## src/rtl/piso_serializer_pkg.sv

```systemverilog
// Shared types and constants for the PISO serializer slice.
// Holds the FSM state encoding and the counter width helper.
package pca_mem_pkg;

  localparam int DATA_W_DEF = 32;

  typedef enum logic [1:0] {
    IDLE,
    SHIFT,
    PARITY
  } state_e;

  function automatic int cnt_w(input int w);
    return (w < 2) ? 1 : $clog2(w);
  endfunction

endpackage

```

## src/rtl/piso_serializer_if.sv

```systemverilog
// Parallel word handshake into the PISO serializer.
// master drives the word, slave (the serializer) returns ready.
interface piso_serializer_if
  import pca_mem_pkg::*;
#(
  parameter int DATA_W = DATA_W_DEF
);

  logic [DATA_W-1:0] in_data;
  logic              in_valid;
  logic              in_ready;

  modport master (
    output in_data,
    output in_valid,
    input  in_ready
  );

  modport slave (
    input  in_data,
    input  in_valid,
    output in_ready
  );

endinterface

```

## src/rtl/piso_bit_counter.sv

```systemverilog
// Bit index counter for the serializer: gated increment, clear,
// terminal (DATA_W-1) and pre-terminal (DATA_W-2) flags.
module piso_bit_counter
  import pca_mem_pkg::*;
#(
  parameter int DATA_W = DATA_W_DEF
) (
  input  logic clk,
  input  logic rst,
  input  logic en,
  input  logic clr,
  output logic tc,
  output logic pre_tc
);

  localparam int CW = cnt_w(DATA_W);

  logic [CW-1:0] bit_cnt;

  always_ff @(posedge clk or posedge rst) begin
    if (rst) begin
      bit_cnt <= '0;
    end else if (clr) begin
      bit_cnt <= '0;
    end else if (en && !tc) begin
      bit_cnt <= bit_cnt + CW'(1);
    end
  end

  assign tc     = (bit_cnt == CW'(DATA_W - 1));
  assign pre_tc = (bit_cnt == CW'(DATA_W - 2));

endmodule

```

## src/rtl/piso_serializer.sv

```systemverilog
// Parallel-in serial-out transmitter feeding the serial buffer chain.
// Define PISO_PARITY_EN to append an even-parity bit to each frame.
module piso_serializer
  import pca_mem_pkg::*;
#(
  parameter int DATA_W    = DATA_W_DEF,
  parameter bit MSB_FIRST = 1'b0
) (
  input  logic clk,
  input  logic rst,
  piso_serializer_if.slave in_if,
  input  logic ser_en,
  output logic ser_out,
  output logic ser_valid,
  output logic ser_last,
  output logic busy
);

`ifdef PISO_PARITY_EN
  localparam bit PAR_EN = 1'b1;
`else
  localparam bit PAR_EN = 1'b0;
`endif

  state_e state, state_d;

  logic [DATA_W-1:0] sreg, sreg_d;
  logic [DATA_W-1:0] ld_rest, sh_rest;
  logic ld_bit, sh_bit;
  logic out_d, valid_d, last_d;
  logic cnt_en, cnt_clr;
  logic tc, pre_tc;
  logic load;

`ifdef PISO_PARITY_EN
  logic par_q, par_d;
`endif

  piso_bit_counter #(
    .DATA_W (DATA_W)
  ) u_cnt (
    .clk    (clk),
    .rst    (rst),
    .en     (cnt_en),
    .clr    (cnt_clr),
    .tc     (tc),
    .pre_tc (pre_tc)
  );

`ifdef PISO_PARITY_EN
  assign in_if.in_ready = (state == IDLE) ||
                          (state == PARITY && ser_en);
`else
  assign in_if.in_ready = (state == IDLE) ||
                          (state == SHIFT && tc && ser_en);
`endif

  assign load = in_if.in_valid && in_if.in_ready;
  assign busy = (state != IDLE);

  always_comb begin
    ld_bit  = in_if.in_data[0];
    ld_rest = in_if.in_data >> 1;
    sh_bit  = sreg[0];
    sh_rest = sreg >> 1;
    if (MSB_FIRST) begin
      ld_bit  = in_if.in_data[DATA_W-1];
      ld_rest = in_if.in_data << 1;
      sh_bit  = sreg[DATA_W-1];
      sh_rest = sreg << 1;
    end
  end

  always_comb begin
    state_d = state;
    out_d   = ser_out;
    valid_d = ser_valid;
    last_d  = ser_last;
    sreg_d  = sreg;
    cnt_en  = 1'b0;
    cnt_clr = 1'b0;
`ifdef PISO_PARITY_EN
    par_d   = par_q;
`endif
    unique case (state)
      IDLE: begin
      end
      SHIFT: begin
        if (ser_en && !tc) begin
          out_d  = sh_bit;
          sreg_d = sh_rest;
          cnt_en = 1'b1;
          last_d = pre_tc && !PAR_EN;
        end else if (ser_en) begin
          cnt_clr = 1'b1;
`ifdef PISO_PARITY_EN
          state_d = PARITY;
          out_d   = par_q;
          last_d  = 1'b1;
`else
          state_d = IDLE;
          out_d   = 1'b0;
          valid_d = 1'b0;
          last_d  = 1'b0;
`endif
        end
      end
`ifdef PISO_PARITY_EN
      PARITY: begin
        if (ser_en) begin
          state_d = IDLE;
          out_d   = 1'b0;
          valid_d = 1'b0;
          last_d  = 1'b0;
        end
      end
`endif
      default: begin
        state_d = IDLE;
      end
    endcase
    // A load only happens at frame end or idle, so it overrides the above.
    if (load) begin
      state_d = SHIFT;
      out_d   = ld_bit;
      valid_d = 1'b1;
      last_d  = 1'b0;
      sreg_d  = ld_rest;
      cnt_en  = 1'b0;
      cnt_clr = 1'b1;
`ifdef PISO_PARITY_EN
      par_d   = ^in_if.in_data;
`endif
    end
  end

  always_ff @(posedge clk or posedge rst) begin
    if (rst) begin
      state     <= IDLE;
      sreg      <= '0;
      ser_out   <= 1'b0;
      ser_valid <= 1'b0;
      ser_last  <= 1'b0;
`ifdef PISO_PARITY_EN
      par_q     <= 1'b0;
`endif
    end else begin
      state     <= state_d;
      sreg      <= sreg_d;
      ser_out   <= out_d;
      ser_valid <= valid_d;
      ser_last  <= last_d;
`ifdef PISO_PARITY_EN
      par_q     <= par_d;
`endif
    end
  end

endmodule

```

## src/flat_wrapper.sv

```systemverilog
// flat-port wrapper written by rule: the top's interface ports become plain ports
module piso_serializer_flat import pca_mem_pkg::*;
#(
  parameter int DATA_W    = DATA_W_DEF,
  parameter bit MSB_FIRST = 1'b0
)
  (clk, rst, ser_en, ser_out, ser_valid, ser_last, busy, in_if_in_data, in_if_in_valid, in_if_in_ready);
  piso_serializer_if #(.DATA_W(DATA_W)) in_if_i ();
  input  logic clk;
  input  logic rst;
  input  logic ser_en;
  output logic ser_out;
  output logic ser_valid;
  output logic ser_last;
  output logic busy;
  input wire logic [$bits(in_if_i.in_data)-1:0] in_if_in_data;
  input wire logic [$bits(in_if_i.in_valid)-1:0] in_if_in_valid;
  output wire logic [$bits(in_if_i.in_ready)-1:0] in_if_in_ready;
  assign in_if_i.in_data = in_if_in_data;
  assign in_if_i.in_valid = in_if_in_valid;
  assign in_if_in_ready = in_if_i.in_ready;
  piso_serializer #(.DATA_W(DATA_W), .MSB_FIRST(MSB_FIRST)) u_core (.clk(clk), .rst(rst), .in_if(in_if_i), .ser_en(ser_en), .ser_out(ser_out), .ser_valid(ser_valid), .ser_last(ser_last), .busy(busy));
endmodule
```

## config.mk

```make
export PLATFORM = sky130hd
export DESIGN_NAME = piso_serializer_flat
export DESIGN_NICKNAME = d
export VERILOG_FILES = /design/src/rtl/piso_serializer_pkg.sv /design/src/rtl/piso_serializer_if.sv /design/src/rtl/piso_bit_counter.sv /design/src/rtl/piso_serializer.sv /design/src/flat_wrapper.sv
export SDC_FILE = /design/constraint.sdc
export NUM_CORES = 1
export LEC_CHECK = 0
export ABC_AREA = 1
export BUFFER_PORTS_ARGS = -buffer_cell sky130_fd_sc_hd__buf_2
export CAP_MARGIN = 20
export CORE_ASPECT_RATIO = 0.8
export CORE_MARGIN = 2
export CORE_UTILIZATION = 44
export DETAILED_ROUTE_END_ITERATION = 6
export GPL_ROUTABILITY_DRIVEN = 0
export PLACE_DENSITY_LB_ADDON = 0.3
export SLEW_MARGIN = 20
export SYNTH_ARGS = -nofsm -noshare
export SYNTH_HDL_FRONTEND = slang
export SYNTH_HIERARCHICAL = 1
export SYNTH_SLANG_ARGS = --single-unit
```

## constraint.sdc

```tcl
create_clock -name clk -period 2.4 [get_ports clk]
set_input_delay 0.48 -clock clk [delete_from_list [all_inputs] [get_ports clk]]
set_output_delay 0.48 -clock clk [all_outputs]
set_load 0.01 [all_outputs]
```

==> impl_metrics.toml <==
[logic_synthesis]
synth_seq_cells = 40
synth-edff-count = 0
syn_std_cell_area_um2 = 1990
postSynth.topFlopCell = "dfrtp_1"
yosys.cell_count.top_type = "nand3_1"
post_synth.cell_area_avg_um2 = 8.34
async_reset_ff_share_pct = 100
synthCells = 239
synth_seq_area_share_pct = 50.2
netlist_top_cells_count = "nand3_1, nand2_1, dfrtp_1"
synth.largest_area_cell = "dfrtp_1"
synthTopCellsByArea = "dfrtp_1, nand3_1, nand2_1, buf_6, ha_1"
ys_types = 18
yosysWarnings = 6
synth.top_cell.area_share_pct = 50.2
syn_nets = 278

[sta]
tightestPinTransition_ns = 0.449
final_period_minus_worst_setup_slack_ns = 2.21
setup_tns_ns = 0
clock_skew_ns = 0.00450
hold_vio_cnt_final = 0
fin_crit_sh_pct = 92.0
report.final.slew_viol_count = 0
grt_setup_unrepaired = "no"
relSlewSlack_pct = 70.0
setup_viol_count_final = 0
hold_slack_ns = 0.0818
maxClockFrequency_mhz = 453

[layout]
final_layout_size_suffix_gt1_share_pct = 23.7
fin_nets = 316
flow.area_growth_from_synthesis_pct = 15.4
postLayoutCellArea_um2 = 2300
diodes = 0

[route]
drc = 0
vias = 1737
viasPerCell = 5.19
wl_per_cell_um = 13.1
detailedRoute.firstPassIterationCount = 4
finalWirelength_mm = 4.37
antenna_violating_nets_post_route = 0
detail_route.iter0.violations = 153

[grt]
grt_pass1_wl_mm = 7.46
via_count_of_the_first_global_routing_pass = 1572
antenna_violations_before_repair = 0
globalRoute.totalOverflow = 0
track_usage_pct = 18.9
pin_count_of_the_biggest_net_entering_global_routing = 36

[power]
report.power.total_mw = 2.18
pwr_cell_area_nw_per_um2 = 949
max_vdd_drop_mv = 0.488
power.leakage_nw = 1.18

[placed_design]
place_area_um2 = 2200
dp_hpwl_mm = 2.96
port-buffer-count = 40

[die]
pin_count = 41
initial_core_util_pct = 46.8
die_y_um = 64.2
die_w_um = 79.3
placementRows = 21
core_box_area_um2 = 4260
die_area_um2 = 5090

[clock_tree]
tritoncts = "done"
worstSkewPairLatency_ns = 0.29
cts-buffers-inserted = 5
clock_sinks = 40
h_tree_levels = 2
cts.reportedPaths.clkPinSlew_ns = 0.08
cts_resized = 0
postCtsHoldBufs = 0
cts_root_buf = "clkbuf_8"
clk_path_buf_depth = 2
postCtsSetupBuffers = 0

[run_status]
run_status = "completed"

[run]
timing.max_cap.violations = 0

[min_path]
holdCritPathClass = "in2async"

[critical_path]
end_kind = "primary output"
timing.critical_path.required_ns = 1.92
rr_worst_depth = 12
r2r_slack_ns = 0.50
cp.arrival_ns = 1.73
crit_type = "reg2out"
rr_startpoint = "u_core/u_cnt/bit_cnt[1]$_DFFE_PP0P_"
worstReg2RegEnd = "u_core/u_cnt/bit_cnt[2]$_DFFE_PP0P_"
worstSetupStartpointType = "register"
critical_path.max_fanout = 13
-- routing by layer --
metal | up-vias | global-route usage, % | share of wire, %
li1 | 875 | - | -
met1 | 810 | 28.1 | 51
met2 | 46 | 26.7 | 42
met3 | 6 | 4.80 | 6.1
met4 | 0 | 6.47 | 1.3
met5 | - | 0 | 0
-- placed cells by master, fill, tap and decap left out, drive strengths merged --
cell | synthesis | layout
a21oi | 3 | 3
buf | 13 | 47
clkbuf | 3 | 8
dfrtp | 40 | 40
ha | 3 | 3
inv | 13 | 13
nand2 | 53 | 53
nand3 | 100 | 100
nor2 | 9 | 9
o21ai | 1 | 1
o31ai | 1 | 1
-- registers in the layout, indices dropped and copies added, names as in the netlist --
| signal | flops |
|---|---|
| u_core/sreg | 31 |
| u_core/ser_valid | 1 |
| u_core/ser_last | 1 |
| u_core/ser_out | 1 |
| u_core/state | 1 |
| u_core/u_cnt/bit_cnt | 5 |
-- cell type report --
class	count	area [um2]
flip-flops and latches	40	1000
repair buffers	47	253
fillers	425	1960
well taps	57	71.3
multi-input cells	170	837
clock buffers	8	90.1
inverters	13	48.8
-- worst max-delay path, stage by stage (launching register included) --
cell	delay [ns]
dfrtp_1	0.40
ha_1	0.20
inv_1	0.05
nor2_1	0.11
ha_2	0.26
nand2_1	0.11
nand2_4	0.15
buf_2	0.15
-- worst max-delay path by stage --
stage	from	to	slack, ns	cells past startpoint
3_5_place_dp	u_core/u_cnt/bit_cnt[1]$_DFFE_PP0P_	in_if_in_ready	0.40	7
5_1_grt	u_core/u_cnt/bit_cnt[0]$_DFFE_PP0P_	in_if_in_ready	0.06	7
6_report	u_core/u_cnt/bit_cnt[1]$_DFFE_PP0P_	in_if_in_ready	0.19	7
2_1_floorplan	u_core/u_cnt/bit_cnt[1]$_DFFE_PP0P_	in_if_in_ready	0.56	7
3_3_place_gp	u_core/u_cnt/bit_cnt[1]$_DFFE_PP0P_	in_if_in_ready	0.46	7
4_1_cts	u_core/u_cnt/bit_cnt[1]$_DFFE_PP0P_	in_if_in_ready	0.07	7
-- power by group --
group | switching, mW | leakage, nW | internal (mW) | total [mW]
Clock | 0.228 | 0.0455 | 0.235 | 0.462
Combinational | 0.379 | 0.621 | 0.269 | 0.649
Sequential | 0.149 | 0.509 | 0.924 | 1.07
-- per-stage QoR --
step,util (%),worst slack (ns),instances
after floorplan,-,0.561,239
after global placement,51.8,0.459,327
after detailed placement,51.8,0.397,327
after CTS,53.9,0.0665,335
after global routing,54.1,0.0599,335
final,54.1,0.191,335
-- logic make-up after synthesis --
group	after synthesis	share of synthesized area, %
DFF	40	50.2
AOI/OAI and AO/OA	5	1.57
buffers and inverters	29	8.16
and+or+nand+nor	162	38.2
adders and majority gates	3	1.88
(Power assumes the default switching activity.)
